===== config.mk =====
export PLATFORM = sky130hd
export DESIGN_NAME = tmr_vote_ctrl
export DESIGN_NICKNAME = d
export VERILOG_FILES = /design/src/rtl/tmr_vote_ctrl.sv
export SDC_FILE = /design/constraint.sdc
export NUM_CORES = 1
export LEC_CHECK = 0
export ABC_AREA = 1
export CAP_MARGIN = 5
export CORE_ASPECT_RATIO = 2
export CORE_MARGIN = 2
export CORE_UTILIZATION = 58
export CTS_BUF_LIST = sky130_fd_sc_hd__clkbuf_16
export DETAILED_ROUTE_END_ITERATION = 12
export GPL_ROUTABILITY_DRIVEN = 1
export PLACE_DENSITY_LB_ADDON = 0.08
export SLEW_MARGIN = 0
export SYNTH_ARGS = -nofsm -noshare
export SYNTH_HDL_FRONTEND = slang
export SYNTH_SLANG_ARGS = --single-unit

===== constraint.sdc =====
create_clock -name clk -period 3.9 [get_ports clk]
set_input_delay 0.39 -clock clk [delete_from_list [all_inputs] [get_ports clk]]
set_output_delay 0.39 -clock clk [all_outputs]
set_load 0.005 [all_outputs]

===== src/rtl/tmr_vote_ctrl.sv =====
// rtl/tmr_vote_ctrl.sv - TMR majority-vote sequencing controller with fault retirement
//
// Votes three redundant W-bit channels into one output word, with a one-cycle
// valid/ready pipeline. Each channel has a counter of consecutive strikes.
// A channel is retired after FAULT_THRESH strikes in a row.
// Ports:
//   clk, rst_n                  clock, asynchronous active-low reset
//   in_valid, in_ready, a, b, c input handshake and the three channel words
//   out_valid, out_ready, f     output handshake and the voted word
//   mismatch                    one-cycle pulse: the last accepted word disagreed
//   err_a, err_b, err_c         sticky per-channel retirement flags
//   fail                        two or more channels are retired
//   clear_faults                synchronous clear of strikes, err flags and state
module tmr_vote_ctrl #(
  parameter int W            = 8,
  parameter int FAULT_THRESH = 3,
  parameter int CNT_W        = 4
) (
  input  logic         clk,
  input  logic         rst_n,
  input  logic         in_valid,
  output logic         in_ready,
  input  logic [W-1:0] a,
  input  logic [W-1:0] b,
  input  logic [W-1:0] c,
  output logic         out_valid,
  input  logic         out_ready,
  output logic [W-1:0] f,
  output logic         mismatch,
  output logic         err_a,
  output logic         err_b,
  output logic         err_c,
  output logic         fail,
  input  logic         clear_faults
);

  localparam logic [1:0] ST_NORMAL   = 2'd0;
  localparam logic [1:0] ST_DEGRADED = 2'd1;
  localparam logic [1:0] ST_FAILED   = 2'd2;

  localparam logic [CNT_W-1:0] CNT_MAX = {CNT_W{1'b1}};
  localparam logic [CNT_W-1:0] THRESH  = CNT_W'(FAULT_THRESH);

  logic [1:0]       state_q, state_d;
  logic [W-1:0]     f_q;
  logic             out_valid_q, mismatch_q;
  logic             err_a_q, err_b_q, err_c_q;
  logic             err_a_d, err_b_d, err_c_d;
  logic [CNT_W-1:0] cnt_a_q, cnt_b_q, cnt_c_q;
  logic [CNT_W-1:0] cnt_a_d, cnt_b_d, cnt_c_d;

  logic         accept;
  logic [W-1:0] maj, vote;
  logic         word_mismatch;

  // The operating state is simply a function of how many channels are retired.
  function automatic logic [1:0] state_of(input logic ea, input logic eb, input logic ec);
    logic [1:0] n;
    n = {1'b0, ea} + {1'b0, eb} + {1'b0, ec};
    case (n)
      2'd0:    state_of = ST_NORMAL;
      2'd1:    state_of = ST_DEGRADED;
      default: state_of = ST_FAILED;
    endcase
  endfunction

  // A strike saturates at the counter ceiling; any matching word clears the run.
  function automatic logic [CNT_W-1:0] strike(input logic [CNT_W-1:0] cnt, input logic differ);
    if (!differ)             strike = '0;
    else if (cnt == CNT_MAX) strike = cnt;
    else                     strike = cnt + 1'b1;
  endfunction

  assign in_ready = (state_q != ST_FAILED) && (!out_valid_q || out_ready);
  assign accept   = in_valid && in_ready;

  always_comb begin
    maj  = (a & b) | (b & c) | (a & c);
    vote = maj;
    word_mismatch = 1'b0;
    case (state_q)
      ST_NORMAL: begin
        word_mismatch = (a != maj) || (b != maj) || (c != maj);
      end
      ST_DEGRADED: begin
        // Pass through the first healthy channel; flag disagreement between the two survivors.
        if (!err_a_q) begin
          vote          = a;
          word_mismatch = !err_b_q ? (a != b) : (a != c);
        end else begin
          vote          = b;
          word_mismatch = (b != c);
        end
      end
      default: begin
        vote          = maj;
        word_mismatch = 1'b0;
      end
    endcase
  end

  always_comb begin
    cnt_a_d = cnt_a_q;
    cnt_b_d = cnt_b_q;
    cnt_c_d = cnt_c_q;
    err_a_d = err_a_q;
    err_b_d = err_b_q;
    err_c_d = err_c_q;
    if (clear_faults) begin
      cnt_a_d = '0;
      cnt_b_d = '0;
      cnt_c_d = '0;
      err_a_d = 1'b0;
      err_b_d = 1'b0;
      err_c_d = 1'b0;
    end else if (accept && (state_q == ST_NORMAL)) begin
      cnt_a_d = strike(cnt_a_q, a != maj);
      cnt_b_d = strike(cnt_b_q, b != maj);
      cnt_c_d = strike(cnt_c_q, c != maj);
      if (cnt_a_d >= THRESH) err_a_d = 1'b1;
      if (cnt_b_d >= THRESH) err_b_d = 1'b1;
      if (cnt_c_d >= THRESH) err_c_d = 1'b1;
    end
    state_d = state_of(err_a_d, err_b_d, err_c_d);
  end

  always_ff @(posedge clk or negedge rst_n) begin
    if (!rst_n) begin
      state_q     <= ST_NORMAL;
      f_q         <= '0;
      out_valid_q <= 1'b0;
      mismatch_q  <= 1'b0;
      err_a_q     <= 1'b0;
      err_b_q     <= 1'b0;
      err_c_q     <= 1'b0;
      cnt_a_q     <= '0;
      cnt_b_q     <= '0;
      cnt_c_q     <= '0;
    end else begin
      state_q    <= state_d;
      err_a_q    <= err_a_d;
      err_b_q    <= err_b_d;
      err_c_q    <= err_c_d;
      cnt_a_q    <= cnt_a_d;
      cnt_b_q    <= cnt_b_d;
      cnt_c_q    <= cnt_c_d;
      mismatch_q <= accept && word_mismatch;
      if (accept) begin
        f_q         <= vote;
        out_valid_q <= 1'b1;
      end else if (out_ready) begin
        out_valid_q <= 1'b0;
      end
    end
  end

  assign f         = f_q;
  assign out_valid = out_valid_q;
  assign mismatch  = mismatch_q;
  assign err_a     = err_a_q;
  assign err_b     = err_b_q;
  assign err_c     = err_c_q;
  assign fail      = (state_q == ST_FAILED);

endmodule

Word level (Yosys, flattened, before mapping)
Index checks and enable logic that the tools add are counted.
Widths: inputs -> output; s select.
Operators by class
  shift operators: 0
  add/sub/neg operators: 5
  $mul: 0
  divide/modulo/power cells: 0
  reduce and logical (&&, ||, !) cells: 12
  muxes and demuxes: 35
  equal/unequal tests: 13
  $lt $le $gt $ge: 3
  bitwise logic cells: 5
Operators by type and width (number)
  $mux 4: 18
  $ne 8x8->1: 6
  $and 8x8->8: 3
  $mux 8: 2
  $or 8x8->8: 2
  $mux 1: 13
  $add 4x1->4 const B: 3
  $eq 4x4->1 const B: 3
  $ge 4x2->1 const B: 3
  $eq 2x1->1 const B: 2
  $logic_and 1x1->1: 4
  $logic_not 2->1: 2
  $pmux 2 s2: 1
  $reduce_bool 2->1: 2
  $logic_or 1x1->1: 3
  $add 1x1->2: 1
  $add 2x1->2: 1
  $eq 2x2->1 const B: 1
  $ne 2x2->1 const B: 1
  $pmux 1 s2: 1
  $logic_not 1->1: 1
Word-level totals
  logic and storage cells: 83
  memories: 0
  register bits after elaboration: 27
  output and inout bits: 15
  bits of input ports: 29
  RAM bits: 0
  ROM bits: 0
  bits in latches: 0

Depth between registers and ports, before layout
Gate-level depths: netlist of run 1.
  depth after elaboration: 15
  depth in mapped cells: 15
  gate-level depth less buffers: 15

Least setup slack after synthesis of run 1
No wires, ideal clock.
  path kind: input to register
  start point: input port b[2]
  end point: register state_q[0]
  library setup time: 0.072 ns
  path buffers: 0
  setup slack: 1.897 ns
  required time: 3.828 ns
  data arrival time: 1.931 ns
  cell stages on the path: 12
  path through: ha_1 -> inv_1 -> nand3_2 -> nand2_1 -> nand3b_1 -> nor2_1 -> nand2_2 -> nand3_2 -> nand2_1 -> nor2_1 -> fa_1 -> nor2_1
Between the ends
  longest elaborated chain between the ends: 15
  elaborated cells on any way between the ends: 33
  classes of those cells: 2 x add/sub; 3 x order compare; 4 x eq/ne; 19 x mux; 4 x bitwise; 1 x reduce/logical
Ends and longest elaborated chain
  start: declaration: RTL line 24  | input logic [W-1:0] b,
  $and 8x8->8: RTL line 78  | maj = (a & b) | (b & c) | (a & c);
  $or 8x8->8 (2 in series): RTL line 78
  $ne 8x8->1 (on tied branches): RTL line 117, 118
  $mux 4: RTL line 69  | if (!differ) strike = '0;
  $mux 4: RTL line 116  | end else if (accept && (state_q == ST_NORMAL)) begin
  $mux 4: RTL line 109  | if (clear_faults) begin
  $ge 4x2->1 (on tied branches): RTL line 120, 121
  $mux 1 (on tied branches): RTL line 120, 121
  $mux 1: RTL line 116
  $mux 1: RTL line 109
  $add 1x1->2: RTL line 59  | n = {1'b0, ea} + {1'b0, eb} + {1'b0, ec};
  $add 2x1->2 *: RTL line 59
  $eq 2x1->1 or $logic_not 2->1 (tied branches): RTL line 60  | case (n)
  $pmux 2 s2 *: RTL line 60
  named net state_d[0]: RTL line 44  | logic [1:0] state_q, state_d;
  end signal: assignment: RTL line 140  | state_q <= state_d;
  end: declaration: RTL line 44
The timed path passes the listed nets; every way through them passes the cells marked *. The select of a mux whose other input is x is not followed.
A chain may end at the register's enable or synchronous reset.

Final worst setup path of run 1
  start point: input port b[6]
  end point: register state_q[0]
The elaborated chain is that of the path after synthesis.

==> metrics, run 1 <==
status=completed; critical path data arrival time=approximately 2.8 ns; YS warnings=0; Final Non-Filler Cells=530; Hold Vio Cnt, Final=0; Inst Count DP=~530; die area=around 5000 sq um; Cells after Synth=436; DRC violations left=0; Max-Cap Viols=0; Slew HR=0.584; GPL Wtd Cong=just over 0.9; first-pass detailed-route iteration total=4; share of post-route cells with drive strength above 1=0.0546; ANT nets after route=0; crit path max fanout=7; Max Freq=385 MHz; # rows=34; cts repair resizes=0; multi-input logic area=1650 sq um; register area=676 sq um; setup bufs post-CTS=0; register area share after synthesis=0.256; Post-Syn Nets=between 400 and 500; number of synthesized register bits=27; H-tree lvl count=1; post-DR vias/cell=5.52; io pins=44; Detailed Route Iter0 Violations=90; Worst Path Class, Setup=input pin to flip-flop; RSZ-0062 raised after global routing=false; FILL cells=379; Max stage delay on crit path=~0.59 ns; Pwr per Cell Area=around 350 nW/um^2; peak supply drop=0.279 mV; CP startpoint kind=input pin; chip height=99.5 microns; CP max-delay cell=clkdlybuf4s50_1; final WL=6.98 mm; Chip Width=51.7 microns; Final Max Tran Viols=0; most used cell, CP=nor2_1; Worst Max-Slew Pin Slew=around 0.62 ns; Clock Latency Late Sink=around 0.26 ns; cts hold-fix bufs=0; routed length per instance=13.2 microns; crit path capture type=flip-flop; Final TNS setup=0 ns; DP HPWL=5.78 mm; Setup-failing EPs final=0; gr usage total=0.287; synth unique cells=30; CTS Buffer Depth=2; largest net degree at the start of global routing=28; Initial Util=0.603; hold crit path type=flip-flop to flip-flop; Synth Cell Area=2640 sq um; grt ovf=0; ys async rst share=1.00; number of global-route vias before repair=2791; Sink Count=27; Final min period=2.59 ns; Pleak=~1.6 nW; fin crit share=0.665; first-pass GRT wire length=11.5 mm; CTS tree=done; ys flop type=dfrtp_1; Final Skew=0.00309 ns; synthesized area per cell=6.06 sq um; area delta synth->final=20.4%; Vias=2923; PortBufs=43; nets@finish=518; number of synthesized flops with an enable pin=0; Reg clk slew, reported paths=~0.070 ns; WP data required=between 4 and 5 ns; crit path cell chain=clkdlybuf4s50_1 > ha_1 > inv_1 > nand3_1 > nand4_1 > nor2_1 > nand2_1 > o211ai_1 > nand2_1 > nor2_1 > fa_1 > nor2_1; CTS buffer count=3; Antenna Diode Count=0; Core ar.=4380 sq um; initial antenna violation count=0; root buffer cell=clkbuf_16
## power breakdown
part | total (mW) | leakage (nW) | internal (mW) | switching, mW
Combinational | 0.464 | 1.25 | 0.213 | 0.251
Clock | 0.235 | 0.0409 | 0.138 | 0.0968
Sequential | 0.412 | 0.352 | 0.340 | 0.0727
Total | 1.11 | 1.64 | 0.691 | 0.420
## state kept, by name, summed over array words and instances, names as in the netlist
signal and cells:
f 8, cnt_a_q 4, cnt_b_q 4, cnt_c_q 4, state_q 2, err_a 1
err_b 1, err_c 1, mismatch 1, out_valid 1
## cell type report
cell class / count / share of cell area
timing repair buffer: 44 / 0.138
inverter: 72 / 0.0849
multi-input combinational: 329 / 0.519
clock inverter: 1 / 0.00157
sequential: 27 / 0.212
tap: 54 / 0.0212
clock buffer: 3 / 0.0236
## worst max-delay path: cells and delay by family
kind / cells / cell delay (ns)
AND/OR/NAND/NOR: 7 / 0.90
adder cells (fa/ha/maj): 2 / 0.64
buffers and inverters: 2 / 0.68
AO/OA/AOI/OAI: 1 / 0.18
## logic make-up after synthesis
kind of cell / after synthesis / synth area share
AO/OA/AOI/OAI: 66 / 0.128
buffers and inverters: 80 / 0.120
flip-flops: 27 / 0.256
adder cells (fa/ha/maj): 12 / 0.0596
XOR/XNOR: 9 / 0.0298
AND/OR/NAND/NOR: 242 / 0.407
## layout by cell type, fill, tap and decap left out, types with 2 or more instances in the layout
cell type          n
or2_2              2
o211ai_1           3
nand4_1           11
nor2_1            35
inv_1             67
a21oi_1           17
nor3_1             3
inv_2              4
ha_1              11
dfrtp_1           27
clkdlybuf4s50_1   43
nand2_1          135
xor2_1             9
o21ai_0           41
nand3_2            5
nor4_1             2
nor2_2             4
clkbuf_16          3
nand3_1           35
o21ai_1            4
nand2_2            4
nand3b_1           3
## cell usage after synthesis, types with 5 or more instances
cell	instances	area share
o21ai_0	41	0.078
dfrtp_1	27	0.26
buf_2	5	0.0095
ha_1	11	0.052
nand4_1	11	0.026
nand2_1	135	0.19
nand3_1	35	0.066
nor2_1	35	0.050
nand3_2	5	0.019
xor2_1	9	0.030
a21oi_1	17	0.032
inv_1	67	0.095
## final timing paths
path	from	end	slack, ns	depth (start not counted)
worst max-delay path	b[6]	state_q[0]$_DFF_PN0_	1.31	12
worst min-delay path	f[6]$_DFFE_PN0P_	f[6]$_DFFE_PN0P_	0.49	2
worst max register to register	state_q[0]$_DFF_PN0_	state_q[0]$_DFF_PN0_	1.39	11
worst min register to register	f[6]$_DFFE_PN0P_	f[6]$_DFFE_PN0P_	0.49	2
max in group asynchronous	rst_n	out_valid$_DFFE_PN0P_	3.13	2
min in group asynchronous	rst_n	cnt_c_q[3]$_DFFE_PN0P_	0.50	2
## per-layer routing
metal  up-vias  global-route usage  part of all wire  routed length (microns)
met4         0               0.192             0.064                      446
met1      1338               0.280              0.37                     2550
met3        31              0.0180             0.021                      145
met5         -                   0                 0                        0
li1       1475                   -                 -                        -
met2        79               0.541              0.55                     3830
## stage by stage
step | utilization | area, sq um | total power [mW] | setup WS, ns | hold slack [ns]
3_5_place_dp | 0.708 | 3100 | 0.876 | 1.04 | 0.477
2_1_floorplan | - | 2640 | 0.670 | 1.90 | 0.0944
5_1_grt | 0.726 | 3180 | 1.18 | 1.04 | 0.518
3_3_place_gp | 0.708 | 3100 | 0.866 | 1.10 | 0.482
4_1_cts | 0.726 | 3180 | 1.11 | 1.33 | 0.493
6_report | 0.726 | 3180 | 1.11 | 1.31 | 0.490
Note: power is estimated with default switching activity, not from simulation.
==> run 2: changes to the inputs <==
--- a/config.mk
+++ b/config.mk
@@ -9,7 +9,7 @@
 export CAP_MARGIN = 5
 export CORE_ASPECT_RATIO = 2
 export CORE_MARGIN = 2
-export CORE_UTILIZATION = 58
+export CORE_UTILIZATION = 54
 export CTS_BUF_LIST = sky130_fd_sc_hd__clkbuf_16
 export DETAILED_ROUTE_END_ITERATION = 12
 export GPL_ROUTABILITY_DRIVEN = 1
==> constraint.sdc (replaced) <==
create_clock -name clk -period 2.6 [get_ports clk]
set_input_delay 0.26 -clock clk [delete_from_list [all_inputs] [get_ports clk]]
set_output_delay 0.26 -clock clk [all_outputs]
set_load 0.005 [all_outputs]
==> metrics, run 2 (same netlist as run 1, synthesis figures left out) <==
status=completed; Final Max Tran Viols=0; io pins=44; crit path capture type=flip-flop; Initial Util=0.554; Max-Cap Viols=0; total power draw=1.69 mW; CTS buffer count=3; max FFs per register=8; Chip Width=53.5 microns; Clock Latency Late Sink=roughly 0.25 ns; number of global-route vias before repair=between 2000 and 3000; fin crit share=0.896; Detailed Route Iter0 Violations=91; die area=between 5000 and 6000 sq um; Core ar.=between 4000 and 5000 sq um; Flop pwr share=0.351; DRC violations left=0; RSZ-0062 raised after global routing=false; CP top delay family=simple AND/OR/NAND/NOR gates; Vias=2979; area delta synth->final=25.6%; Worst R2R Setup Slack=0.47 ns; GRT met3 Usage=0.0246; hold crit path type=input pin to asynchronous set/reset pin; cts repair resizes=0; Worst Path Class, Setup=input pin to flip-flop; commonest non-fill, non-tap cell in the layout=nand2_1; Slew HR=0.560; WP data required=approximately 2.8 ns; crit path cell chain=clkdlybuf4s50_1 > ha_1 > inv_1 > nand3_1 > nand2_1 > nand2_1 > inv_1 > nand2_1 > nor2_1 > nand2_2 > o21ai_1 > nor2_1 > nor2_1 > fa_1 > nor2_1; RR Startpoint=cnt_c_q[0]$_DFFE_PN0P_; initial antenna violation count=0; GPL Wtd Cong=approximately 0.96; Final min period=~2.3 ns; routed length per instance=about 13 microns; first-pass GRT wire length=11.8 mm; Worst Max-Slew Pin Slew=roughly 0.66 ns; Final Util=0.695; ANT nets after route=0; Clk network pwr share=0.200; P_int=about 1.1 mW; Final TNS setup=0 ns; reg2reg end=state_q[0]$_DFF_PN0_; Setup-failing EPs final=0; cts hold-fix bufs=0; H-tree lvl count=1; GRT Max-Usage Layer=met2; critical path data arrival time=between 2 and 3 ns; root buffer cell=clkbuf_16; Max Freq=429 MHz; GR Util met2=0.481; Hold Vio Cnt, Final=0; first-pass detailed-route iteration total=5; grt ovf=0; CTS Buffer Depth=2; crit path max fanout=6; peak supply drop=approximately 0.52 mV; chip height=103 microns; Sink Count=27; sw power=0.629 mW; Pwr per Cell Area=511 nW/um^2; Antenna Diode Count=0; CTS tree=done; gr usage total=0.283; Reg clk slew, reported paths=0.06 ns; setup bufs post-CTS=0; met1 Usage GRT=0.346; largest net degree at the start of global routing=28; worst r2r path cells=13; nets@finish=roughly 540; share of post-route cells with drive strength above 1=0.0870; final WL=7.27 mm; Pleak=1.73 nW; DP HPWL=5.82 mm; most frequent cells in the layout=nand2_1 (135), inv_1 (68), clkdlybuf4s50_1 (43); Final Skew=0.000840 ns; CP startpoint kind=input pin; Final Non-Filler Cells=approximately 550; PortBufs=43; Max stage delay on crit path=0.48 ns; Inst Count DP=547; switching share of power=0.371; # rows=36; Gate power share=0.449; post-DR vias/cell=5.41; CP max-delay cell=clkdlybuf4s50_1; most used cell, CP=nor2_1; crit path buf inv count=3
[run 2: worst max path at each step]
stage                     cells past startpoint              endpoint  slack (ns)                   start
final                                        15  state_q[0]$_DFF_PN0_        0.27                    c[7]
after global routing                         13  state_q[0]$_DFF_PN0_        0.03                    c[7]
after CTS                                    15  state_q[0]$_DFF_PN0_        0.29                    c[7]
after detailed placement                     15  state_q[0]$_DFF_PN0_        0.03                    c[7]
after global placement                       15  state_q[0]$_DFF_PN0_        0.12                    b[1]
after floorplan                              13  state_q[0]$_DFF_PN0_        0.66  cnt_b_q[0]$_DFFE_PN0P_
[run 2: cell type report]
type	instances	area, sq um
Clock buffer	3	75.1
Clock inverter	1	3.75
Fill cell	438	1460
Inverter	72	270
Multi-Input combinational cell	329	1650
Sequential cell	27	676
Tap cell	57	71.3
Timing Repair Buffer	62	573
[run 2: power groups by stage]
stage / Combinational, mW / Sequential, mW / Clock [mW]
floorplan: 0.431 / 0.574 / 0
global placement: 0.739 / 0.599 / 0
detailed placement: 0.754 / 0.603 / 0
CTS: 0.761 / 0.595 / 0.345
global route: 0.860 / 0.608 / 0.360
finish: 0.761 / 0.595 / 0.338
[run 2: metal layers]
| layer | vias to the layer above | part of all wire | wire length (microns) |
|---|---|---|---|
| met5 | - | 0 | 0 |
| met4 | 0 | 0.052 | 378 |
| met3 | 29 | 0.045 | 327 |
| met2 | 112 | 0.49 | 3550 |
| met1 | 1318 | 0.41 | 3010 |
| li1 | 1520 | - | - |
[run 2: stage by stage]
stage | hold slack [ns] | instance area, sq um | worst slack [ns]
after CTS | 0.391 | 3320 | 0.291
after global placement | 0.474 | 3240 | 0.123
after global routing | 0.432 | 3320 | 0.0279
after detailed placement | 0.478 | 3240 | 0.0291
final | 0.382 | 3320 | 0.270
after floorplan | -0.0356 | 2640 | 0.658
==> run 3: changes to the inputs <==
--- a/config.mk
+++ b/config.mk
@@ -9,7 +9,7 @@
 export CAP_MARGIN = 5
 export CORE_ASPECT_RATIO = 2
 export CORE_MARGIN = 2
-export CORE_UTILIZATION = 54
+export CORE_UTILIZATION = 49
 export CTS_BUF_LIST = sky130_fd_sc_hd__clkbuf_16
 export DETAILED_ROUTE_END_ITERATION = 12
 export GPL_ROUTABILITY_DRIVEN = 1
==> constraint.sdc (replaced) <==
create_clock -name clk -period 1.92 [get_ports clk]
set_input_delay 0.192 -clock clk [delete_from_list [all_inputs] [get_ports clk]]
set_output_delay 0.192 -clock clk [all_outputs]
set_load 0.005 [all_outputs]
==> metrics, run 3 (same netlist as run 1, synthesis figures left out) <==
Hold Vio Cnt, Final=0; H-tree lvl count=1; sw power=0.970 mW; Antenna Diode Count=0; RSZ-0062 raised after global routing=true; commonest non-fill, non-tap cell in the layout=nand2_1; Final WS setup=-0.184 ns; critical path data arrival time=~2.3 ns; chip height=108 microns; Clock Latency Late Sink=0.27 ns; Gate power share=0.508; switching share of power=0.376; total power draw=2.58 mW; Chip Width=55.9 microns; first-pass GRT wire length=~14 mm; cts hold-fix bufs=0; max FFs per register=8; Clk network pwr share=0.186; crit path capture type=flip-flop; crit path cell chain=ha_2 > nand2_2 > inv_2 > nor3_2 > a21oi_2 > o211ai_1 > nand2_1 > nor2_2 > fa_1 > nor2_1; WP data required=2.12 ns; root buffer cell=clkbuf_16; Max-Cap Viols=0; nets@finish=605; grt ovf=0; CP top delay family=adder cells; reg2reg end=state_q[0]$_DFF_PN0_; Sink Count=27; final WL=8.96 mm; Core ar.=5180 sq um; hold crit path type=input pin to asynchronous set/reset pin; Final min period=roughly 2.1 ns; CTS tree=done; crit path capture=state_q[0]$_DFF_PN0_; post-DR vias/cell=5.39; share of post-route cells with drive strength above 1=0.290; FILL cells=404; Worst Path Class, Setup=flip-flop to flip-flop; Hold Slack=0.298 ns; Pwr per Cell Area=652 nW/um^2; io pins=44; gr usage total=0.291; CTS Buffer Depth=2; initial antenna violation count=0; fin crit share=1.10; Max Freq=475 MHz; Pleak=2.09 nW; Setup-failing EPs final=3; CP max-delay cell=fa_1; Inst Count DP=599; violated checks=negative setup slack; Crit path depth=10; CP startpoint kind=flip-flop; Max stage delay on crit path=0.43 ns; P_int=1.61 mW; CTS buffer count=3; most frequent cells in the layout=nand2_1 (120), buf_4 (87), inv_1 (56); Worst R2R Setup Slack=-0.18 ns; area delta synth->final=49.6%; Initial Util=0.510; Final Non-Filler Cells=621; GPL Wtd Cong=0.925; largest net degree at the start of global routing=28; RR Startpoint=cnt_a_q[0]$_DFFE_PN0P_; Reg clk slew, reported paths=0.07 ns; first-pass detailed-route iteration total=4; Final Max Tran Viols=0; status=finished with violations; PortBufs=43; Flop pwr share=0.305; routed length per instance=about 14 microns; # rows=37; peak supply drop=roughly 0.72 mV; ANT nets after route=0; DRC violations left=0; crit path max fanout=3; Worst Max-Slew Pin Slew=0.630 ns; Detailed Route Iter0 Violations=approximately 190; Slew HR=0.580; Final Skew=0.00466 ns; number of global-route vias before repair=approximately 3200; DP HPWL=6.70 mm; worst r2r path cells=10; die area=6030 sq um; Worst Setup SP=cnt_a_q[0]$_DFFE_PN0P_; Vias=3347; crit path buf inv count=1
==> run 3: cell count changes in the layout (fill, tap and decap cells not counted), sizes merged <==
| cell | change |
|---|---|
| buf | +69 |
| clkdlybuf4s50 | -23 |
| dlygate4sd2 | +23 |
| clkinv | +1 |
| inv | -1 |
==> run 3: worst min-delay path by stage <==
stage                     cells past startpoint  slack [ns]                     end             start
after floorplan                               0       -0.10  cnt_a_q[0]$_DFFE_PN0P_             rst_n
after global routing                          2        0.35  cnt_b_q[1]$_DFFE_PN0P_             rst_n
final                                         2        0.30  cnt_b_q[0]$_DFFE_PN0P_             rst_n
after detailed placement                      2        0.48        f[4]$_DFFE_PN0P_  f[4]$_DFFE_PN0P_
after CTS                                     2        0.31  cnt_a_q[3]$_DFFE_PN0P_             rst_n
after global placement                        2        0.49        f[4]$_DFFE_PN0P_  f[4]$_DFFE_PN0P_
==> run 3: layout make-up <==
| cell class | count | area, sq um | share of cell area |
|---|---|---|---|
| Multi-Input combinational cell | 329 | 1790 | 0.453 |
| Timing Repair Buffer | 131 | 1070 | 0.269 |
| Sequential cell | 27 | 676 | 0.171 |
| Inverter | 72 | 270 | 0.0683 |
| Clock buffer | 3 | 75.1 | 0.0190 |
| Tap cell | 58 | 72.6 | 0.0183 |
| Clock inverter | 1 | 5.00 | 0.00127 |
==> run 3: metrics by stage <==
stage               cell area (sq um)  setup TNS, ns  setup slack (ns)   util
floorplan                        2650              0           0.00674      -
global placement                 3630          -1.48            -0.570  0.700
detailed placement               3630          -1.88            -0.616  0.700
CTS                              3870        -0.0566           -0.0566  0.747
finish                           3960         -0.334            -0.184  0.763
global route                     3960         -0.636            -0.312  0.763
==> run 3: timing repair <==
action,in CTS,in global routing
buffers inserted,14,5
resized for setup,66,14
endpoints found under the setup margin,2,3
pin swaps,26,14
==> run 3: per-layer routing <==
metal | track usage | vias to the layer above | routed length, microns
met5 | 0 | - | 0
met4 | 0.177 | 0 | 478
met3 | 0.0252 | 41 | 293
met2 | 0.605 | 101 | 5230
met1 | 0.251 | 1555 | 2960
li1 | - | 1650 | -
==> run 3: power by group through the flow <==
stage	Clock (mW)	Combinational (mW)	Sequential [mW]
2_1_floorplan	0	0.586	0.778
3_3_place_gp	0	1.18	0.793
3_5_place_dp	0	1.20	0.792
4_1_cts	0.482	1.26	0.786
5_1_grt	0.502	1.44	0.798
6_report	0.481	1.31	0.788
